===== config.mk =====
export PLATFORM = sky130hd
export DESIGN_NAME = bridge_deadtime_sequencer
export DESIGN_NICKNAME = d
export VERILOG_FILES = /design/src/rtl/bridge_deadtime_sequencer.sv
export SDC_FILE = /design/constraint.sdc
export NUM_CORES = 1
export LEC_CHECK = 0
export CELL_PAD_IN_SITES_DETAIL_PLACEMENT = 0
export CELL_PAD_IN_SITES_GLOBAL_PLACEMENT = 1
export CORE_AREA = 2 2 103 105
export CTS_CLUSTER_SIZE = 8
export DETAILED_ROUTE_END_ITERATION = 16
export DIE_AREA = 0 0 105 107
export GPL_TIMING_DRIVEN = 0
export PLACE_DENSITY_LB_ADDON = 0.1
export SETUP_SLACK_MARGIN = 0.02
export SKIP_LAST_GASP = 1
export SYNTH_ARGS = -nofsm -noshare
export SYNTH_HDL_FRONTEND = slang
export SYNTH_SLANG_ARGS = --single-unit

===== constraint.sdc =====
create_clock -name clk -period 4.1 [get_ports clk]
set_input_delay 0.41 -clock clk [delete_from_list [all_inputs] [get_ports clk]]
set_output_delay 0.41 -clock clk [all_outputs]
set_load 0.005 [all_outputs]

===== src/rtl/bridge_deadtime_sequencer.sv =====
// H-bridge gate pattern sequencer: inserts an all-off dead interval before every conducting
// pattern, holds patterns for a minimum on-time, rejects shoot-through and honours kill.
module bridge_deadtime_sequencer #(
  parameter int unsigned DEADTIME = 50,
  parameter int unsigned MIN_ON   = 500,
  parameter int unsigned CNT_W    = 16
) (
  input  logic       clk,
  input  logic       rst,
  input  logic       req_valid,
  input  logic [3:0] req_top,
  input  logic [3:0] req_bot,
  output logic       req_ready,
  input  logic       kill,
  output logic [3:0] o_top,
  output logic [3:0] o_bot,
  output logic       dead_busy,
  output logic       illegal
);

  localparam logic [CNT_W-1:0] DeadLast = CNT_W'(DEADTIME - 1);
  localparam logic [CNT_W-1:0] MinOn    = CNT_W'(MIN_ON);

  typedef enum logic [1:0] {StOff, StDead, StOn} state_t;

  state_t           state_q, state_d;
  logic [3:0]       top_q, top_d, bot_q, bot_d;
  logic [3:0]       pend_top_q, pend_top_d, pend_bot_q, pend_bot_d;
  logic [CNT_W-1:0] off_cnt_q, off_cnt_d, on_cnt_q, on_cnt_d;
  logic             illegal_q, illegal_d;
  logic             accept, dead_done, cur_zero, next_zero;

  always_ff @(posedge clk or posedge rst) begin
    if (rst) begin
      state_q    <= StOff;
      top_q      <= '0;
      bot_q      <= '0;
      pend_top_q <= '0;
      pend_bot_q <= '0;
      off_cnt_q  <= '0;
      on_cnt_q   <= '0;
      illegal_q  <= 1'b0;
    end else begin
      state_q    <= state_d;
      top_q      <= top_d;
      bot_q      <= bot_d;
      pend_top_q <= pend_top_d;
      pend_bot_q <= pend_bot_d;
      off_cnt_q  <= off_cnt_d;
      on_cnt_q   <= on_cnt_d;
      illegal_q  <= illegal_d;
    end
  end

  always_comb begin
    state_d    = state_q;
    top_d      = top_q;
    bot_d      = bot_q;
    pend_top_d = pend_top_q;
    pend_bot_d = pend_bot_q;
    off_cnt_d  = off_cnt_q;
    on_cnt_d   = on_cnt_q;
    illegal_d  = 1'b0;

    req_ready = !kill && (state_q == StOff || (state_q == StOn && on_cnt_q == '0));
    accept    = req_valid && req_ready;
    dead_done = (off_cnt_q == DeadLast);
    cur_zero  = (top_q == 4'd0) && (bot_q == 4'd0);

    if (state_q == StOn && on_cnt_q != '0) on_cnt_d = on_cnt_q - CNT_W'(1);

    if (kill) begin
      top_d      = '0;
      bot_d      = '0;
      state_d    = StOff;
      pend_top_d = '0;
      pend_bot_d = '0;
      on_cnt_d   = '0;
    end else if (state_q == StDead) begin
      if (dead_done) begin
        top_d    = pend_top_q;
        bot_d    = pend_bot_q;
        state_d  = StOn;
        on_cnt_d = MinOn;
      end
    end else if (accept) begin
      if ((req_top & req_bot) != 4'd0) begin
        illegal_d = 1'b1;
      end else if (req_top == top_q && req_bot == bot_q) begin
        state_d = state_q;
      end else if (req_top == 4'd0 && req_bot == 4'd0) begin
        top_d   = '0;
        bot_d   = '0;
        state_d = StOff;
      end else if (state_q == StOff && dead_done) begin
        top_d    = req_top;
        bot_d    = req_bot;
        state_d  = StOn;
        on_cnt_d = MinOn;
      end else begin
        pend_top_d = req_top;
        pend_bot_d = req_bot;
        top_d      = '0;
        bot_d      = '0;
        state_d    = StDead;
      end
    end

    // off_cnt measures the current all-off run; it restarts on the falling edge of conduction.
    next_zero = (top_d == 4'd0) && (bot_d == 4'd0);
    if (!cur_zero && next_zero) begin
      off_cnt_d = '0;
    end else if (cur_zero && !dead_done) begin
      off_cnt_d = off_cnt_q + CNT_W'(1);
    end
  end

  assign o_top     = top_q;
  assign o_bot     = bot_q;
  assign dead_busy = (state_q == StDead);
  assign illegal   = illegal_q;

  a_no_shoot_through: assert property (@(posedge clk) disable iff (rst)
    (top_q & bot_q) == 4'd0);

  a_dead_before_on: assert property (@(posedge clk) disable iff (rst)
    (cur_zero && !next_zero) |-> (off_cnt_q == DeadLast));

endmodule


==> results.sh <==
export IMPL_path_buf_inv=2
export IMPL_fin_tns_setup_ns=0
export IMPL_cts_made_buffers=5
export IMPL_p_int_mw=0.718
export IMPL_avgSynthCellArea_um2=9.18
export IMPL_grt_ovfl_total=0
export IMPL_p_seq_share_pct=53.6
export IMPL_antenna_left=0
export IMPL_grt_pass1_vias=2249
export IMPL_post_route_cells_drive_above_1_share_pct=8.24
export IMPL_max_clock_freq_ghz=0.284
export IMPL_port_buffers=21
export IMPL_hold_buffers=0
export IMPL_synth_cell_types=49
export IMPL_fin_ws_ns=0.578
export IMPL_cts_repair_resized=0
export IMPL_synth_top_area_share_pct=44.9
export IMPL_cp_data_required_time_ns=4.30
export IMPL_path_common_cell="or4_4"
export IMPL_die_area_um2=11200
export IMPL_drcViolationCount=0
export IMPL_antenna_found_initial=0
export IMPL_vias_per_cell=4.79
export IMPL_syn_nets=325
export IMPL_wl_um=7210
export IMPL_insertedDiodeCount=0
export IMPL_critPathMaxStageDelay_ns=0.57
export IMPL_cts_tree="done"
export IMPL_cp_top_family="simple AND/OR/NAND/NOR gates"
export IMPL_clkTransAtPathRegs_ns=0.11
export IMPL_synth_area_leader_cell="dfrtp_1"
export IMPL_rsz0062_at_grt="false"
export IMPL_grt_pass1_wl_um=12000
export IMPL_core_um2=10100
export IMPL_min_path_type="in2async"
export IMPL_crit_slowest_cell="or4_4"
export IMPL_grt_max_degree=30
export IMPL_cts_num_sinks=51
export IMPL_hold_viol_final=0
export IMPL_combPwrFrac_pct=7.0
export IMPL_syn_inst=310
export IMPL_critPathKind="reg2reg"
export IMPL_holdWs_ns=0.455
export IMPL_die_h_um=107
export IMPL_cp_max_fo=10
export IMPL_cp_data_arrival_time_ns=3.72
export IMPL_crit_chain="or4_4 -> or4_4 -> o21ai_4 -> and3_2 -> buf_2 -> mux2i_1 -> o21ai_0 -> nor4_4 -> buf_6 -> nor2_1"
export IMPL_status="finished, final reports clean"
export IMPL_relSlewSlack_pct=15.1
export IMPL_critPathCaptureType="register"
export IMPL_dp_hpwl_um=5330
export IMPL_initial_core_util_pct=28.2
export IMPL_dp_cells=468
export IMPL_p_sw_share_pct=24.6
export IMPL_num_nets_final=354
export IMPL_syn2layout_area_growth_pct=18.2
export IMPL_place_ws_ns=0.327
export IMPL_h_tree_depth=2
export IMPL_p_sw_mw=0.234
export IMPL_synth_edff_count=0
export IMPL_row_count=37
export IMPL_setup_viol=0
export IMPL_cp_start_kind="register"
export IMPL_wl_per_cell_um=15.1
export IMPL_max_cap_violations=0
export IMPL_synth_seq_cells=51
export IMPL_drt_iter0_drc=98
export IMPL_peakVddDrop_v=0.000149
export IMPL_slew_viol_final=0
export IMPL_die_x_um=105
export IMPL_ys_warn_count=0
export IMPL_synthTopCellsByArea="dfrtp_1, xor2_1, nor2_1, nand2_1, xnor2_1"
export IMPL_grtUsageTotal_pct=13.5
export IMPL_final_cell_mix="dfrtp_1, nor2_1, nand2_1, xor2_1, clkdlybuf4s50_1"
export IMPL_globalplace_congestion=0.761
export IMPL_dr_pass1_iters=4
export IMPL_clock_latency_ns=0.31
export IMPL_leakage_nw=1.48
export IMPL_final_min_clock_period_ns=3.52
export IMPL_pwr_density_cell_nw_per_um2=283
export IMPL_postSynth_asyncResetShare_pct=100
export IMPL_syn_cell_area_um2=2850
export IMPL_cts_buffer_depth=2
export IMPL_fin_skew_ns=0.0137
export IMPL_io_pins=23
export IMPL_cts_root_buf="clkbuf_8"
export IMPL_finalCritPeriodShare_pct=85.9
export IMPL_via_count=2278
export IMPL_stdcell_count=476
export IMPL_synth_main_ff_cell="dfrtp_1"
export IMPL_post_cts_buffers=0
export IMPL_synth_seq_area_share_pct=44.9
export IMPL_final_common_cell="dfrtp_1"
export IMPL_worst_slew_pin_slew_ns=1.26
export IMPL_utilization_pct=33.3
export IMPL_clkPwrFrac_pct=39.4
-- worst register-to-register path, cell delays in order, from the launching register on --
cell     delay [ns]
dfrtp_1        0.45
or4_4          0.57
or4_4          0.47
o21ai_4        0.27
and3_2         0.21
buf_2          0.22
mux2i_1        0.21
o21ai_0        0.20
nor4_4         0.53
buf_6          0.22
nor2_1         0.06
-- flip-flops by register name (all words and copies together) (netlist names) --
name and cells:
state_q 2, pend_bot_q 4, o_bot 4, o_top 4, off_cnt_q 16, pend_top_q 4
on_cnt_q 16, illegal 1
-- kinds of logic after synthesis --
family | Yosys count | synth area share [%]
muxes | 10 | 3.83
adders and majority gates | 3 | 1.32
buffers and inverters | 21 | 3.08
DFF | 51 | 44.9
AOI/OAI and AO/OA | 43 | 9.10
and+or+nand+nor | 147 | 27.0
xor gates and xnor gates | 35 | 10.8
-- worst paths after layout --
check | cells past startpoint | from | end | slack [ns]
max reg2reg | 10 | on_cnt_q[7] | off_cnt_q[7] | 0.58
min | 2 | rst | o_top[1] | 0.46
min in group clk | 2 | pend_top_q[1] | pend_top_q[1] | 0.53
max in group asynchronous | 3 | rst | pend_bot_q[3] | 3.11
min reg2reg | 2 | pend_top_q[1] | pend_top_q[1] | 0.53
max | 10 | on_cnt_q[7] | off_cnt_q[7] | 0.58
-- cells in the mapped netlist, types with 6 or more instances --
master and count:
dfrtp_1 51, and3_1 7, nor2_1 48, o21ai_0 16
nand3_1 13, nand4_1 6, inv_1 13, nand2_1 29
xnor2_1 11, nor4_1 9, xor2_1 24, a21oi_1 12
mux2_2 7
-- layout make-up --
class	count	area [µm²]
multi-input combinational	238	1480
clock buffer	5	68.8
fill	1100	6730
buffer	7	35.0
clock inverter	3	47.5
inverter	14	52.6
tap	136	170
timing repair buffer	22	230
sequential	51	1280
-- power groups by stage --
stage / Sequential (mW) / Clock [mW] / Combinational [mW]
after global placement: 0.520 / 0 / 0.0664
final: 0.510 / 0.375 / 0.0669
after floorplan: 0.519 / 0 / 0.0338
after detailed placement: 0.520 / 0 / 0.0686
after CTS: 0.511 / 0.396 / 0.0688
after global routing: 0.511 / 0.415 / 0.0761
-- per-layer routing --
| layer | up-vias | track usage, % | share of wire [%] |
|---|---|---|---|
| met5 | - | 0 | 0 |
| met4 | 0 | 3.81 | 1.3 |
| met3 | 8 | 2.67 | 3.6 |
| met2 | 37 | 21.1 | 47 |
| met1 | 1105 | 18.9 | 48 |
| li1 | 1128 | - | - |
-- metrics by stage --
step | instance area (µm²) | power [mW]
finish | 3360 | 0.952
floorplan | 2850 | 0.553
global placement | 3230 | 0.587
detailed placement | 3250 | 0.589
CTS | 3360 | 0.975
global route | 3360 | 1.00
Note: power is estimated with default switching activity, not from simulation.
